File: src/rtl/stage_mem.sv
// stage_mem: memory-access pipeline stage between EX and WB with a handshaked data port.
// Define MEM_MISALIGN_CHK_EN to trap misaligned halfword/word accesses instead of performing them.
`ifndef REG_ADDR_WIDTH
`define REG_ADDR_WIDTH 5
`endif
`ifndef MEM_ADDR_WIDTH
`define MEM_ADDR_WIDTH 32
`endif
`ifndef WORD_WIDTH
`define WORD_WIDTH 32
`endif

module stage_mem #(
    parameter int reg_addr_width = `REG_ADDR_WIDTH,
    parameter int ins_addr_width = `MEM_ADDR_WIDTH,
    parameter int word_width     = `WORD_WIDTH
) (
    input  logic                      clk,
    input  logic                      rst_n,
    input  logic [ins_addr_width-1:0] tgt_addr_in,
    input  logic [word_width-1:0]     rslt_in,
    input  logic [word_width-1:0]     rs2_val_in,
    input  logic [word_width-1:0]     imm_ext_in,
    input  logic [reg_addr_width-1:0] rd_addr_in,
    input  logic                      jmp_ctl_in,
    input  logic                      bch_ctl_in,
    input  logic                      mem_ctl_in,
    input  logic                      rd_wen_in,
    input  logic [1:0]                wb_ctl_in,
    input  logic [2:0]                byt_typ_in,
    input  logic [word_width-1:0]     dmem_rdata,
    input  logic                      dmem_ack,
    output logic                      dmem_req,
    output logic                      dmem_we,
    output logic [word_width-1:0]     dmem_addr,
    output logic [word_width-1:0]     dmem_wdata,
    output logic [3:0]                dmem_be,
    output logic                      stall,
    output logic                      redirect,
    output logic [ins_addr_width-1:0] redirect_addr,
    output logic                      mem_wen,
    output logic [reg_addr_width-1:0] mem_rd,
    output logic [word_width-1:0]     mem_d,
    output logic                      rd_wen_out,
    output logic [reg_addr_width-1:0] rd_addr_out,
    output logic [1:0]                wb_ctl_out,
    output logic [word_width-1:0]     rslt_out,
    output logic [word_width-1:0]     ld_data_out,
    output logic [word_width-1:0]     imm_ext_out,
    output logic                      misalign_err
);

    typedef enum logic [0:0] {IDLE = 1'b0, WAIT = 1'b1} state_t;

    state_t                    state_q, state_d;
    logic [ins_addr_width-1:0] tgt_addr_q, tgt_addr_d;
    logic [word_width-1:0]     rslt_q, rslt_d, rs2_val_q, rs2_val_d, imm_ext_q, imm_ext_d;
    logic [reg_addr_width-1:0] rd_addr_q, rd_addr_d;
    logic                      jmp_ctl_q, jmp_ctl_d, bch_ctl_q, bch_ctl_d;
    logic                      mem_ctl_q, mem_ctl_d, rd_wen_q, rd_wen_d;
    logic [1:0]                wb_ctl_q, wb_ctl_d;
    logic [2:0]                byt_typ_q, byt_typ_d;

    logic                      is_load_s, mem_op_s, misalign_s;
    logic [3:0]                be_s;
    logic [word_width-1:0]     wdata_s, lane_s;

    // Pipeline capture: load from EX unless the stage is stalled.
    always_comb begin
        tgt_addr_d = tgt_addr_q;
        rslt_d     = rslt_q;
        rs2_val_d  = rs2_val_q;
        imm_ext_d  = imm_ext_q;
        rd_addr_d  = rd_addr_q;
        jmp_ctl_d  = jmp_ctl_q;
        bch_ctl_d  = bch_ctl_q;
        mem_ctl_d  = mem_ctl_q;
        rd_wen_d   = rd_wen_q;
        wb_ctl_d   = wb_ctl_q;
        byt_typ_d  = byt_typ_q;
        if (stall) begin
            rslt_d = rslt_q;
        end else begin
            tgt_addr_d = tgt_addr_in;
            rslt_d     = rslt_in;
            rs2_val_d  = rs2_val_in;
            imm_ext_d  = imm_ext_in;
            rd_addr_d  = rd_addr_in;
            jmp_ctl_d  = jmp_ctl_in;
            bch_ctl_d  = bch_ctl_in;
            mem_ctl_d  = mem_ctl_in;
            rd_wen_d   = rd_wen_in;
            wb_ctl_d   = wb_ctl_in;
            byt_typ_d  = byt_typ_in;
        end
    end

    // State and pipeline registers with asynchronous clear.
    always_ff @(posedge clk or negedge rst_n) begin
        if (!rst_n) begin
            state_q    <= IDLE;
            tgt_addr_q <= '0;
            rslt_q     <= '0;
            rs2_val_q  <= '0;
            imm_ext_q  <= '0;
            rd_addr_q  <= '0;
            jmp_ctl_q  <= 1'b0;
            bch_ctl_q  <= 1'b0;
            mem_ctl_q  <= 1'b0;
            rd_wen_q   <= 1'b0;
            wb_ctl_q   <= 2'b00;
            byt_typ_q  <= 3'b000;
        end else begin
            state_q    <= state_d;
            tgt_addr_q <= tgt_addr_d;
            rslt_q     <= rslt_d;
            rs2_val_q  <= rs2_val_d;
            imm_ext_q  <= imm_ext_d;
            rd_addr_q  <= rd_addr_d;
            jmp_ctl_q  <= jmp_ctl_d;
            bch_ctl_q  <= bch_ctl_d;
            mem_ctl_q  <= mem_ctl_d;
            rd_wen_q   <= rd_wen_d;
            wb_ctl_q   <= wb_ctl_d;
            byt_typ_q  <= byt_typ_d;
        end
    end

    // Access classification; byt_typ[1:0] of 10/11 are both treated as word size.
    always_comb begin
        is_load_s  = (wb_ctl_q == 2'b01);
        mem_op_s   = is_load_s | mem_ctl_q;
        misalign_s = 1'b0;
`ifdef MEM_MISALIGN_CHK_EN
        case (byt_typ_q[1:0])
            2'b00:   misalign_s = 1'b0;
            2'b01:   misalign_s = mem_op_s & rslt_q[0];
            default: misalign_s = mem_op_s & (rslt_q[1:0] != 2'b00);
        endcase
`endif
    end

    // Handshake FSM; the request itself is level-driven by the latched operation.
    always_comb begin
        state_d  = state_q;
        dmem_req = mem_op_s & ~misalign_s;
        stall    = dmem_req & ~dmem_ack;
        case (state_q)
            IDLE:    state_d = (dmem_req & ~dmem_ack) ? WAIT : IDLE;
            WAIT:    state_d = dmem_ack ? IDLE : WAIT;
            default: state_d = IDLE;
        endcase
    end

    // Store lane enables and replicated write data.
    always_comb begin
        be_s    = 4'b1111;
        wdata_s = rs2_val_q;
        case (byt_typ_q[1:0])
            2'b00: begin
                be_s    = 4'b0001 << rslt_q[1:0];
                wdata_s = {(word_width / 8){rs2_val_q[7:0]}};
            end
            2'b01: begin
                be_s    = 4'b0011 << rslt_q[1:0];
                wdata_s = {(word_width / 16){rs2_val_q[15:0]}};
            end
            default: begin
                be_s    = 4'b1111;
                wdata_s = rs2_val_q;
            end
        endcase
    end

    // Load lane extraction and extension.
    always_comb begin
        lane_s = dmem_rdata >> {rslt_q[1:0], 3'b000};
        case (byt_typ_q)
            3'b000:  ld_data_out = {{(word_width - 8){lane_s[7]}}, lane_s[7:0]};
            3'b001:  ld_data_out = {{(word_width - 16){lane_s[15]}}, lane_s[15:0]};
            3'b100:  ld_data_out = {{(word_width - 8){1'b0}}, lane_s[7:0]};
            3'b101:  ld_data_out = {{(word_width - 16){1'b0}}, lane_s[15:0]};
            default: ld_data_out = dmem_rdata;
        endcase
    end

    // Memory port, forwarding, writeback and redirect outputs.
    always_comb begin
        dmem_we       = mem_ctl_q;
        dmem_addr     = {rslt_q[word_width-1:2], 2'b00};
        dmem_be       = mem_ctl_q ? be_s : 4'b0000;
        dmem_wdata    = wdata_s;
        misalign_err  = misalign_s;
        rd_wen_out    = rd_wen_q & ~stall & ~misalign_s;
        mem_wen       = rd_wen_q & ~stall & ~misalign_s & ~is_load_s;
        mem_rd        = rd_addr_q;
        mem_d         = (wb_ctl_q == 2'b10) ? imm_ext_q : rslt_q;
        rd_addr_out   = rd_addr_q;
        wb_ctl_out    = wb_ctl_q;
        rslt_out      = rslt_q;
        imm_ext_out   = imm_ext_q;
        redirect      = jmp_ctl_q | (bch_ctl_q & rslt_q[0]);
        redirect_addr = tgt_addr_q;
    end

endmodule

File: config.mk
export PLATFORM = sky130hd
export DESIGN_NAME = stage_mem
export DESIGN_NICKNAME = d
export VERILOG_FILES = /design/src/rtl/stage_mem.sv
export SDC_FILE = /design/constraint.sdc
export NUM_CORES = 1
export LEC_CHECK = 0
export CORE_AREA = 2 2 162 164
export CTS_CLUSTER_DIAMETER = 120
export DETAILED_ROUTE_END_ITERATION = 10
export DIE_AREA = 0 0 164 166
export MAX_ROUTING_LAYER = met4
export PLACE_DENSITY = 0.67
export RECOVER_POWER = 50
export SLEW_MARGIN = 25
export SYNTH_ARGS = -nofsm -noshare
export SYNTH_HDL_FRONTEND = slang
export SYNTH_SLANG_ARGS = --single-unit
File: constraint.sdc
create_clock -name clk -period 1.5 [get_ports clk]
set_input_delay 0.15 -clock clk [delete_from_list [all_inputs] [get_ports clk]]
set_output_delay 0.15 -clock clk [all_outputs]
set_load 0.005 [all_outputs]
Yosys cells after proc, flatten, opt, wreduce, memory -nomap -nowiden
Index checks and enable logic that the tools add are counted.
Widths: inputs -> output; s select.
{"block": "totals", "ff_bits": 142, "output_inout_bits": 247, "elab_cells": 36}
{"block": "classes", "n_eq_ne": 6, "n_shift": 3, "mux": 5, "n_bitwise": 9, "n_reduce_logical": 2}
{"op": "$pmux 32 s4", "count": 1}
{"op": "$pmux 32 s2", "count": 1}
{"op": "$mux 32", "count": 1}
{"op": "$shr 32x5->16", "count": 1}
{"op": "$pmux 4 s2", "count": 1}
{"op": "$eq 3x3->1 const B", "count": 2}
{"op": "$and 1x1->1", "count": 4}
{"op": "$eq 2x1->1 const B", "count": 2}
{"op": "$mux 4", "count": 1}
{"op": "$shl 1x2->4 const A", "count": 1}
{"op": "$shl 2x2->4 const A", "count": 1}
{"op": "$eq 3x1->1 const B", "count": 1}
{"op": "$logic_not 3->1", "count": 1}
{"op": "$not 1->1", "count": 3}
{"op": "$eq 2x2->1 const B", "count": 1}
{"op": "$logic_not 2->1", "count": 1}
{"op": "$or 1x1->1", "count": 2}

Depth between registers and ports, before layout
Gate-level depths: netlist (run 1).
{"block": "logic_depth", "depth_word": 6, "mapped_depth": 7, "ltp_nobuf": 4}

Worst setup path after synthesis (run 1)
Ideal clock, no wire load.
{"block": "synth_path", "path_kind": "register -> register", "start": "reg wb_ctl_q[1] (netlist: wb_ctl_out[1])", "end": "reg rd_addr_q[0] (netlist: mem_rd[0])", "setup_ns": 0.125, "t_arrival_ns": 1.520, "required_ns": 1.375, "setup_slack_ns": -0.145, "path_stages_with_launch": 8, "path_buffers": 3, "period_less_slack_ns": 1.645, "path_cell_list": "dfrtp_1 > nand2b_1 > a21o_1 > buf_2 > inv_2 > buf_6 > buf_6 > mux2_4"}
{"block": "synth_via", "elab_chain_cells": 3}
{"item": "start, declared", "line_no": "61", "rtl": "logic [1:0] wb_ctl_q, wb_ctl_d;"}
{"item": "start signal, assigned", "line_no": "124", "rtl": "wb_ctl_q <= wb_ctl_d;"}
{"item": "$eq 2x1->1", "line_no": "131", "rtl": "is_load_s = (wb_ctl_q == 2'b01);"}
{"item": "$or 1x1->1", "line_no": "132", "rtl": "mem_op_s = is_load_s | mem_ctl_q;"}
{"item": "$and 1x1->1"}
{"item": "end signal, assigned", "line_no": "119", "rtl": "rd_addr_q <= rd_addr_d;"}
{"item": "end, declared", "line_no": "58", "rtl": "logic [reg_addr_width-1:0] rd_addr_q, rd_addr_d;"}
Every way passes these cells.
A chain may end at the register's enable or synchronous reset.

Worst setup path after layout (run 1)
{"block": "layout_path", "start": "reg rslt_q[1] (netlist: rslt_out[1])", "end": "out ld_data_out[24]"}
{"block": "layout_via", "elab_chain_cells": 2}
{"item": "start, declared", "line_no": "57", "rtl": "logic [word_width-1:0] rslt_q, rslt_d, rs2_val_q, rs2_val_d, imm_ext_q, imm_ext_d;"}
{"item": "start signal, assigned", "line_no": "116", "rtl": "rslt_q <= rslt_d;"}
{"item": "$shr 32x5->16", "line_no": "177", "rtl": "lane_s = dmem_rdata >> {rslt_q[1:0], 3'b000};"}
{"item": "$pmux 32 s4", "line_no": "178", "rtl": "case (byt_typ_q)"}
{"item": "end, declared", "line_no": "48", "rtl": "output logic [word_width-1:0] ld_data_out,"}
Every way passes these cells.

==> results.ini, run 1 <==
[clocking]
numClockSinks=142
htree_levels=4
clk_pin_slew_worst_paths_ns=0.06
clockRootBuffer=clkbuf_16
cts_tree=built
clk_latency_ns=0.42
cts_max_path_buffers=2
cts_buffers=17

[detailed_routing]
highest_layer=met4
first_iter_violations=268
wl_met2_um=16400
wl_met1_um=12200
wl_um=31200
firstDrtPassIters=4
via_per_inst=4.68
met3_length_um=2150
drc=0
ant_nets=0
routedWlPerCell_um=21.0
vias=6977

[run]
maxCapViolCount=0

[cells_and_area]
postLayoutCoreUtil_pct=60.6
finalNetCount=1318
area_growth_pct=104
final_cells=1491
drive_gt1_share_pct=52.3
final_area_um2=15500

[die]
rows=59
core_um2=25600
die_w_um=164
die_h_um=166
io_pins=424
start_util_pct=29.7
die_area_um2=27200

[worst_setup_path]
cp-start-kind=register
crit_buf_inv=3
slowest_stage=dfrtp_1
crit_cells=6
cp.arrival_ns=1.99
critPathMaxStageDelay_ns=0.44
r2r_cells=10
ff2ff_setup_slack_ns=-0.51
cpLargestDelayFamily=compound AO/OA/AOI/OAI gates
worstSetupEndpointType=output pin
path_max_fanout=7
cp_cell_sequence=and2_1, a221o_2, buf_12, buf_16, o22ai_2, buf_2
path_class=reg2out
timing.rr.end=rs2_val_q[26]
worstReg2RegStart=wb_ctl_out[0]
crit_required_ns=1.35

[hold_path]
hold_end=dmem_we
hold_depth=3
hp-class=in2reg
hold_start=mem_ctl_in

[status]
violations=negative setup slack
status=complete, but fails checks

[placement]
gp_congestion=0.906
hpwl_um=20200
io_buffers=420
place_area_um2=12500
place_inst=1334
pre_cts_slack_ns=-0.693

[timing]
grt_setup_unrepaired=yes
final.min_clock_period_ns=2.14
timing.final.crit_share_pct=143
clock.fmax_mhz=467
finalMaxSlewViolations=0
setup_ws_ns=-0.642
final-hold-violation-count=0
finalClockSkew_ns=0.00760
fin_setup_tns_ns=-100.90
setup_viol=239
tightest_slew_ns=1.11
whs_ns=0.292
maxSlewHeadroom_pct=26.1

[yosys]
synth_seq_cells=142
netlist_top_cells_area=dfrtp_1 47%, mux2_2 18%, mux2_4 13%
synth_top_area_share_pct=46.7
synth_cell_types=40
avgSynthCellArea_um2=13.2
synth_common_cells=142 x dfrtp_1, 125 x mux2_2, 68 x mux2_4
synth_edf_count=0
ys_seq_area_share_pct=46.7
netlist_area_um2=7620
yosys_warnings=0
async_reset_ff_share_pct=100
yosysTopAreaCell=dfrtp_1
synth_flop_cell=dfrtp_1
synthCells=578
synth_most_common_cell=dfrtp_1

[pwr]
power.total_mw=15.9
leakage_nw=8.08
power.density_nw_per_um2=1030
irDropWorstVdd_mv=0.630

[global_route]
grt_pass1_vias=7409
grt_pass1_wl_um=43700
antenna_found_initial=2
grt-ovfl-total=0
grt_max_degree=41
grt_use_total_pct=21.6

-- worst max-delay path by stage --
stage                    from               to
6_report          rslt_out[1]  ld_data_out[24]
5_1_grt           rslt_out[1]  ld_data_out[16]
4_1_cts           rslt_out[0]  ld_data_out[16]
3_5_place_dp   dmem_rdata[23]  ld_data_out[31]
3_3_place_gp   dmem_rdata[23]  ld_data_out[17]
2_1_floorplan   wb_ctl_out[1]        mem_rd[0]
-- logic make-up (layout without fill, tap and decap cells) --
group	count (synthesis)	in the layout	share of synthesized area, %
and+or+nand+nor	53	53	3.22
other	1	5	0.0492
AOI/OAI and AO/OA	73	73	7.33
buffers and inverters	98	672	8.49
muxes	211	211	34.3
DFF	142	142	46.7
-- metal layers --
| layer | track usage [%] | up-vias |
|---|---|---|
| met5 | - | - |
| li1 | - | 3145 |
| met1 | 24.0 | 3498 |
| met4 | 6.18 | 0 |
| met2 | 37.8 | 294 |
| met3 | 5.92 | 40 |
-- placed cells by master (no fill, tap or decap), types with 8 or more instances in the layout --
| cell | instances |
|---|---|
| dfrtp_1 | 130 |
| clkbuf_16 | 28 |
| mux2_4 | 140 |
| mux2_2 | 53 |
| dlymetal6s2s_1 | 122 |
| o21ai_2 | 8 |
| buf_4 | 72 |
| buf_2 | 51 |
| mux2i_1 | 16 |
| buf_16 | 8 |
| buf_8 | 21 |
| dfrtp_2 | 12 |
| buf_12 | 25 |
| o21ai_1 | 13 |
| inv_1 | 9 |
| clkdlybuf4s50_1 | 197 |
| buf_6 | 113 |
| nand2_1 | 19 |
-- layout make-up --
type,instances,area [um2]
fill,1937,10100
clock inverter,13,130
timing repair buffer,627,6930
antenna,2,5.00
sequential,142,3570
inverter,13,77.6
clock buffer,19,443
multi-input combinational,340,3940
tap,335,419
-- state kept, by name, indices dropped and copies added, names as in the netlist --
signal / count
bch_ctl_q: 1
rslt_out: 32
rd_wen_q: 1
dmem_we: 1
rs2_val_q: 32
wb_ctl_out: 2
mem_rd: 5
imm_ext_out: 32
redirect_addr: 32
jmp_ctl_q: 1
byt_typ_q: 3
-- power by group --
part           switching [mW]  total, mW  leakage [nW]  internal [mW]
Combinational            2.38       6.90          6.18           4.52
Clock                    1.86       4.23         0.262           2.37
Sequential              0.449       4.78          1.64           4.33
Total                    4.69       15.9          8.08           11.2
-- worst min-delay path: stages --
cell and delay [ns]:
clkdlybuf4s50_1 0.40, inv_1 0.07, o21ai_2 0.05
-- what timing repair did --
item | in CTS | in global routing
hold endpoints to repair | 60 | 0
setup endpoints to repair | 328 | 360
hold buffers | 1 | 0
cloned | 7 | 14
resized for setup | 605 | 255
pin swaps | 38 | 22
buffers inserted | 69 | 40
No activity file was read; power rests on OpenSTA's default activity.
==> run 2: changes to the inputs <==
--- a/config.mk
+++ b/config.mk
@@ -9,2 +9,3 @@
 export CTS_CLUSTER_DIAMETER = 120
+export CTS_CLUSTER_SIZE = 25
 export DETAILED_ROUTE_END_ITERATION = 10
==> constraint.sdc (replaced) <==
create_clock -name clk -period 1.5 [get_ports clk]
set_input_delay 0.3 -clock clk [delete_from_list [all_inputs] [get_ports clk]]
set_output_delay 0.3 -clock clk [all_outputs]
set_load 0.005 [all_outputs]
==> results.ini, run 2 (synthesis results as in run 1) <==
[run]
maxCapViolCount=0  ; unchanged

[timing]
clock.fmax_mhz=425  ; was 467 MHz
setup_viol=240  ; was 239
final.min_clock_period_ns=2.35  ; was 2.14 ns
setup_ws_ns=-0.853  ; was -0.642 ns
timing.final.crit_share_pct=157  ; was 143%
grt_setup_unrepaired=yes  ; unchanged
maxSlewHeadroom_pct=43.6  ; was 26.1%
final-hold-violation-count=0  ; unchanged
finalMaxSlewViolations=0  ; unchanged
finalClockSkew_ns=0.0106  ; was 0.00760 ns
fin_setup_tns_ns=-107.05  ; was -100.90 ns
tightest_slew_ns=0.847  ; was 1.11 ns

[worst_setup_path]
cp_cell_sequence=buf_6, mux2_4, a2bb2o_4, buf_4, buf_6, o21ai_1, buf_2  ; was and2_1, a221o_2, buf_12, buf_16, o22ai_2, buf_2
cp-start-kind=register  ; unchanged
cp.arrival_ns=2.05  ; was 1.99 ns
crit_buf_inv=4  ; was 3
crit_required_ns=1.20  ; was 1.35 ns
slowest_stage=dfrtp_2  ; was dfrtp_1
path_max_fanout=7  ; unchanged
worstSetupEndpointType=output pin  ; unchanged
crit_top_cell=buf_6
cpLargestDelayFamily=buffers and inverters  ; was compound AO/OA/AOI/OAI gates
path_class=reg2out  ; unchanged
critPathMaxStageDelay_ns=0.49  ; was 0.44 ns

[pwr]
switchingPower_mw=4.76  ; was 4.69 mW
switching_share_pct=29.6  ; was 29.5%
power.density_nw_per_um2=1010  ; was 1030 nW/um2
internal_power_mw=11.3  ; was 11.2 mW
power_frac_seq_pct=29.2  ; was 30.1%
irDropWorstVdd_mv=0.693  ; was 0.630 mV
p_comb_share_pct=45.8  ; was 43.4%
clock_power_share_pct=24.9  ; was 26.6%
leakage_nw=8.41  ; was 8.08 nW

[die]
die_area_um2=27200  ; unchanged
start_util_pct=29.7  ; unchanged
die_h_um=166  ; unchanged
core_um2=25600  ; unchanged
rows=59  ; unchanged
io_pins=424  ; unchanged
die_w_um=164  ; unchanged

[placement]
place_area_um2=12700  ; was 12500 um2
io_buffers=420  ; unchanged
hpwl_um=20700  ; was 20200 um
gp_congestion=0.882  ; was 0.906
place_inst=1358  ; was 1334

[detailed_routing]
routedWlPerCell_um=20.7  ; was 21.0 um
ant_nets=0  ; unchanged
via_per_inst=4.65  ; was 4.68
vias=7250  ; was 6977
wl_um=32200  ; was 31200 um
first_iter_violations=299  ; was 268
firstDrtPassIters=4  ; unchanged
drc=0  ; unchanged

[global_route]
antenna_found_initial=3  ; was 2
grt_use_total_pct=22.8  ; was 21.6%
grt_max_degree=35  ; was 41
grt_pass1_vias=7807  ; was 7409
grt_pass1_wl_um=45500  ; was 43700 um
grt-ovfl-total=0  ; unchanged

[clocking]
cts_buffers=17  ; unchanged
clk_pin_slew_worst_paths_ns=0.06  ; about the same
htree_levels=4  ; unchanged
numClockSinks=142  ; unchanged
clk_latency_ns=0.41  ; was 0.42 ns
clockRootBuffer=clkbuf_16  ; unchanged
cts_tree=built  ; unchanged
cts_max_path_buffers=2  ; unchanged

[cells_and_area]
final_common_cell=clkdlybuf4s50_1  ; unchanged
area_growth_pct=109  ; was 104%
final_cells=1559  ; was 1491
final_area_um2=15900  ; was 15500 um2
drive_gt1_share_pct=55.7  ; was 52.3%
final_cell_mix=176 x clkdlybuf4s50_1, 144 x mux2_4, 143 x buf_6  ; was 197 x clkdlybuf4s50_1, 140 x mux2_4, 130 x dfrtp_1
finalNetCount=1385  ; was 1318

[hold_path]
hp-class=in2reg  ; unchanged

[status]
violations=negative setup slack  ; unchanged
status=complete, but fails checks  ; unchanged

==> run 2: per-stage QoR <==
stage	utilization [%]	setup WS (ns)	hold WS (ns)	total power, mW
2_1_floorplan	-	-0.153	0.00441	7.04
3_3_place_gp	49.5	-0.965	0.219	10.3
3_5_place_dp	49.5	-1.02	0.225	10.4
4_1_cts	57.9	-0.811	0.335	15.6
5_1_grt	62.2	-0.897	0.471	16.9
6_report	62.2	-0.853	0.491	16.1
==> run 2: worst register-to-register path, delay by kind of cell, from the launching register on <==
kind	cells	cell delay, ns
mux	1	0.29
buf+inv	8	0.84
compound gates	1	0.21
simple gates	1	0.06
flops	1	0.42
==> run 2: repair_timing <==
item                                    CTS  global route
endpoints found under the setup margin  383           375
gates resized for setup                 677           297
pin swaps                                34            15
setup buffers                            98            66
gates cloned                             15             8
endpoints found under the hold margin    26             0
hold buffers                              1             0
==> run 2: power groups by stage <==
| stage | clock network [mW] | registers, mW | logic (mW) |
|---|---|---|---|
| global route | 4.31 | 4.77 | 7.78 |
| floorplan | 0 | 4.74 | 2.30 |
| CTS | 4.12 | 4.69 | 6.82 |
| global placement | 0 | 4.74 | 5.60 |
| detailed placement | 0 | 4.75 | 5.63 |
| finish | 4.01 | 4.70 | 7.38 |
==> run 2: worst paths after layout <==
| check | start | endpoint | slack, ns | cells after the start |
|---|---|---|---|---|
| setup / recovery | rslt_out[0] | ld_data_out[23] | -0.85 | 7 |
| hold / removal | mem_ctl_in | dmem_we | 0.49 | 3 |
| setup reg to reg | wb_ctl_out[0] | redirect_addr[26] | -0.43 | 11 |
| hold reg to reg | redirect_addr[1] | redirect_addr[1] | 0.51 | 1 |
| max in group asynchronous | rst_n | imm_ext_out[31] | 0.13 | 3 |
| min in group asynchronous | rst_n | redirect_addr[1] | 0.52 | 2 |
==> run 2: area by class of cell <==
cell class / count / area [um2]
Clock inverter: 13 / 105
Antenna cell: 3 / 7.51
Multi-Input combinational cell: 342 / 3970
Tap cell: 335 / 419
Sequential cell: 142 / 3560
Fill cell: 1912 / 9670
Timing Repair Buffer: 692 / 7380
Inverter: 13 / 66.3
Clock buffer: 19 / 443
==> run 2: layer usage <==
metal	GRT usage, %	vias up	share of wire [%]	wire length, um
met1	26.3	3595	39	12500
met2	39.1	304	52	16800
met3	4.87	49	6.7	2170
met5	-	-	0	0
li1	-	3302	-	-
met4	7.44	0	2.4	762
==> run 3: changes to the inputs <==
Settings changed: CTS_BUF_LIST set to sky130_fd_sc_hd__clkbuf_8.
==> results.ini, run 3 (synthesis results as in run 1) <==
[status]
status=complete, but fails checks  ; unchanged
violations=negative setup slack  ; unchanged

[global_route]
grt_use_total_pct=23.9  ; was 22.8%
grt_max_degree=35  ; unchanged
grt-ovfl-total=0  ; unchanged
use_met2_pct=41.1  ; was 39.1%
use_met3_pct=5.44  ; was 4.87%
grt_pass1_wl_um=47500  ; was 45500 um
use_met1_pct=27.4  ; was 26.3%
antenna_found_initial=3  ; unchanged
busiest_layer=met2  ; unchanged
grt_pass1_vias=7982  ; was 7807

[clocking]
numClockSinks=142  ; unchanged
cts_max_path_buffers=2  ; unchanged
cts_buffers=17  ; unchanged
clk_latency_ns=0.45  ; was 0.41 ns
clockRootBuffer=clkbuf_8  ; was clkbuf_16
clk_pin_slew_worst_paths_ns=0.09  ; was 0.06 ns
htree_levels=4  ; unchanged
cts_tree=built  ; unchanged

[pwr]
clock_power_share_pct=19.5  ; was 24.9%
irDropWorstVdd_mv=0.521  ; was 0.693 mV
leakage_nw=7.37  ; was 8.41 nW
power.density_nw_per_um2=975  ; was 1010 nW/um2
power.total_mw=14.9  ; was 16.1 mW
power_frac_seq_pct=31.6  ; was 29.2%
switchingPower_mw=4.66  ; was 4.76 mW
switching_share_pct=31.3  ; was 29.6%
p_comb_share_pct=48.9  ; was 45.8%
internal_power_mw=10.2  ; was 11.3 mW

[worst_setup_path]
ff2ff_setup_slack_ns=-0.59  ; was -0.43 ns
worstReg2RegStart=wb_ctl_out[0]  ; unchanged
path_max_fanout=7  ; unchanged
startpoint=rslt_out[0]  ; unchanged
crit_required_ns=1.20  ; about the same
worstSetupEndpointType=output pin  ; unchanged
cp-start-kind=register  ; unchanged
timing.rr.end=rslt_out[3]  ; was redirect_addr[26]
path_class=reg2out  ; unchanged
cp.arrival_ns=2.06  ; was 2.05 ns
r2r_cells=11  ; unchanged

[die]
die_area_um2=27200  ; unchanged
die_h_um=166  ; unchanged
core_um2=25600  ; unchanged
io_pins=424  ; unchanged
die_w_um=164  ; unchanged
start_util_pct=29.7  ; unchanged
rows=59  ; unchanged

[detailed_routing]
firstDrtPassIters=4  ; unchanged
vias=7246  ; was 7250
drc=0  ; unchanged
wl_um=32200  ; about the same
via_per_inst=4.66  ; was 4.65
first_iter_violations=256  ; was 299
routedWlPerCell_um=20.7  ; about the same
ant_nets=0  ; unchanged

[timing]
timing.final.crit_share_pct=158  ; was 157%
tightest_slew_ns=0.858  ; was 0.847 ns
final.min_clock_period_ns=2.36  ; was 2.35 ns
clock.fmax_mhz=423  ; was 425 MHz
maxSlewHeadroom_pct=42.8  ; was 43.6%
whs_ns=0.408  ; was 0.491 ns
final-hold-violation-count=0  ; unchanged
setup_ws_ns=-0.864  ; was -0.853 ns
finalClockSkew_ns=0.0141  ; was 0.0106 ns
finalMaxSlewViolations=0  ; unchanged
setup_viol=241  ; was 240
grt_setup_unrepaired=yes  ; unchanged
fin_setup_tns_ns=-131.65  ; was -107.05 ns

[cells_and_area]
final_cell_mix=176 x clkdlybuf4s50_1, 172 x buf_6, 146 x mux2_4  ; was 176 x clkdlybuf4s50_1, 144 x mux2_4, 143 x buf_6
finalNetCount=1381  ; was 1385
postLayoutCoreUtil_pct=59.6  ; was 62.2%
final_common_cell=clkdlybuf4s50_1  ; unchanged
n_fill_cell=2033  ; was 1912
regArea_um2=3560  ; about the same
drive_gt1_share_pct=59.3  ; was 55.7%
area_growth_pct=100  ; was 109%
final_area_um2=15300  ; was 15900 um2
multiInputGateArea_um2=4000  ; was 3970 um2

[run]
maxCapViolCount=0  ; unchanged

[hold_path]
hold_start=mem_ctl_in  ; unchanged
hold_depth=3  ; unchanged
hold_end=dmem_we  ; unchanged
hp-class=in2reg  ; unchanged

[placement]
io_buffers=420  ; unchanged
place_area_um2=12700  ; unchanged
gp_congestion=0.882  ; unchanged
hpwl_um=20700  ; unchanged

run 3: layer usage:
| layer | vias up | routed length, um |
|---|---|---|
| met3 | 51 | 2030 |
| li1 | 3292 | - |
| met1 | 3594 | 12800 |
| met4 | 0 | 888 |
| met2 | 309 | 16500 |
| met5 | - | 0 |
run 3: layout make-up:
type                    count  share of cell area, %
inverters                  13                  0.385
well taps                 335                   2.75
flip-flops and latches    142                   23.3
diodes                      2                 0.0328
clock inverters            14                  0.713
clock buffers              18                   1.62
repair buffers            688                   45.0
multi-input cells         342                   26.2
run 3: worst max path at each step:
| stage | endpoint | slack (ns) |
|---|---|---|
| 2_1_floorplan | ld_data_out[16] | -0.15 |
| 3_3_place_gp | ld_data_out[18] | -0.96 |
| 3_5_place_dp | ld_data_out[16] | -1.02 |
| 4_1_cts | ld_data_out[26] | -0.86 |
| 5_1_grt | ld_data_out[26] | -0.95 |
| 6_report | ld_data_out[26] | -0.86 |
run 3: through the flow:
stage / worst slack [ns] / std cells
2_1_floorplan: -0.153 / 580
3_3_place_gp: -0.965 / 1358
3_5_place_dp: -1.02 / 1358
4_1_cts: -0.861 / 1547
5_1_grt: -0.950 / 1554
6_report: -0.864 / 1554
run 3: power groups by stage:
stage          Combinational [mW]  Sequential [mW]  Clock (mW)
2_1_floorplan                2.30             4.74           0
3_3_place_gp                 5.60             4.74           0
3_5_place_dp                 5.63             4.75           0
4_1_cts                      7.06             4.67        3.00
5_1_grt                      7.68             4.77        3.17
6_report                     7.27             4.70        2.90
run 3: what timing repair did:
action,in CTS,in global routing
hold buffers,1,0
hold endpoints to repair,26,0
setup endpoints to repair,383,303
buffers inserted,137,42
resized for setup,966,194
gates cloned,22,1
pin swaps,34,16
run 3: worst max-delay path: stages, from the launching register on:
cell      delay, ns
dfrtp_2        0.50
buf_6          0.15
mux2_4         0.33
a2bb2o_4       0.26
buf_6          0.12
buf_6          0.09
o22ai_2        0.05
buf_2          0.13
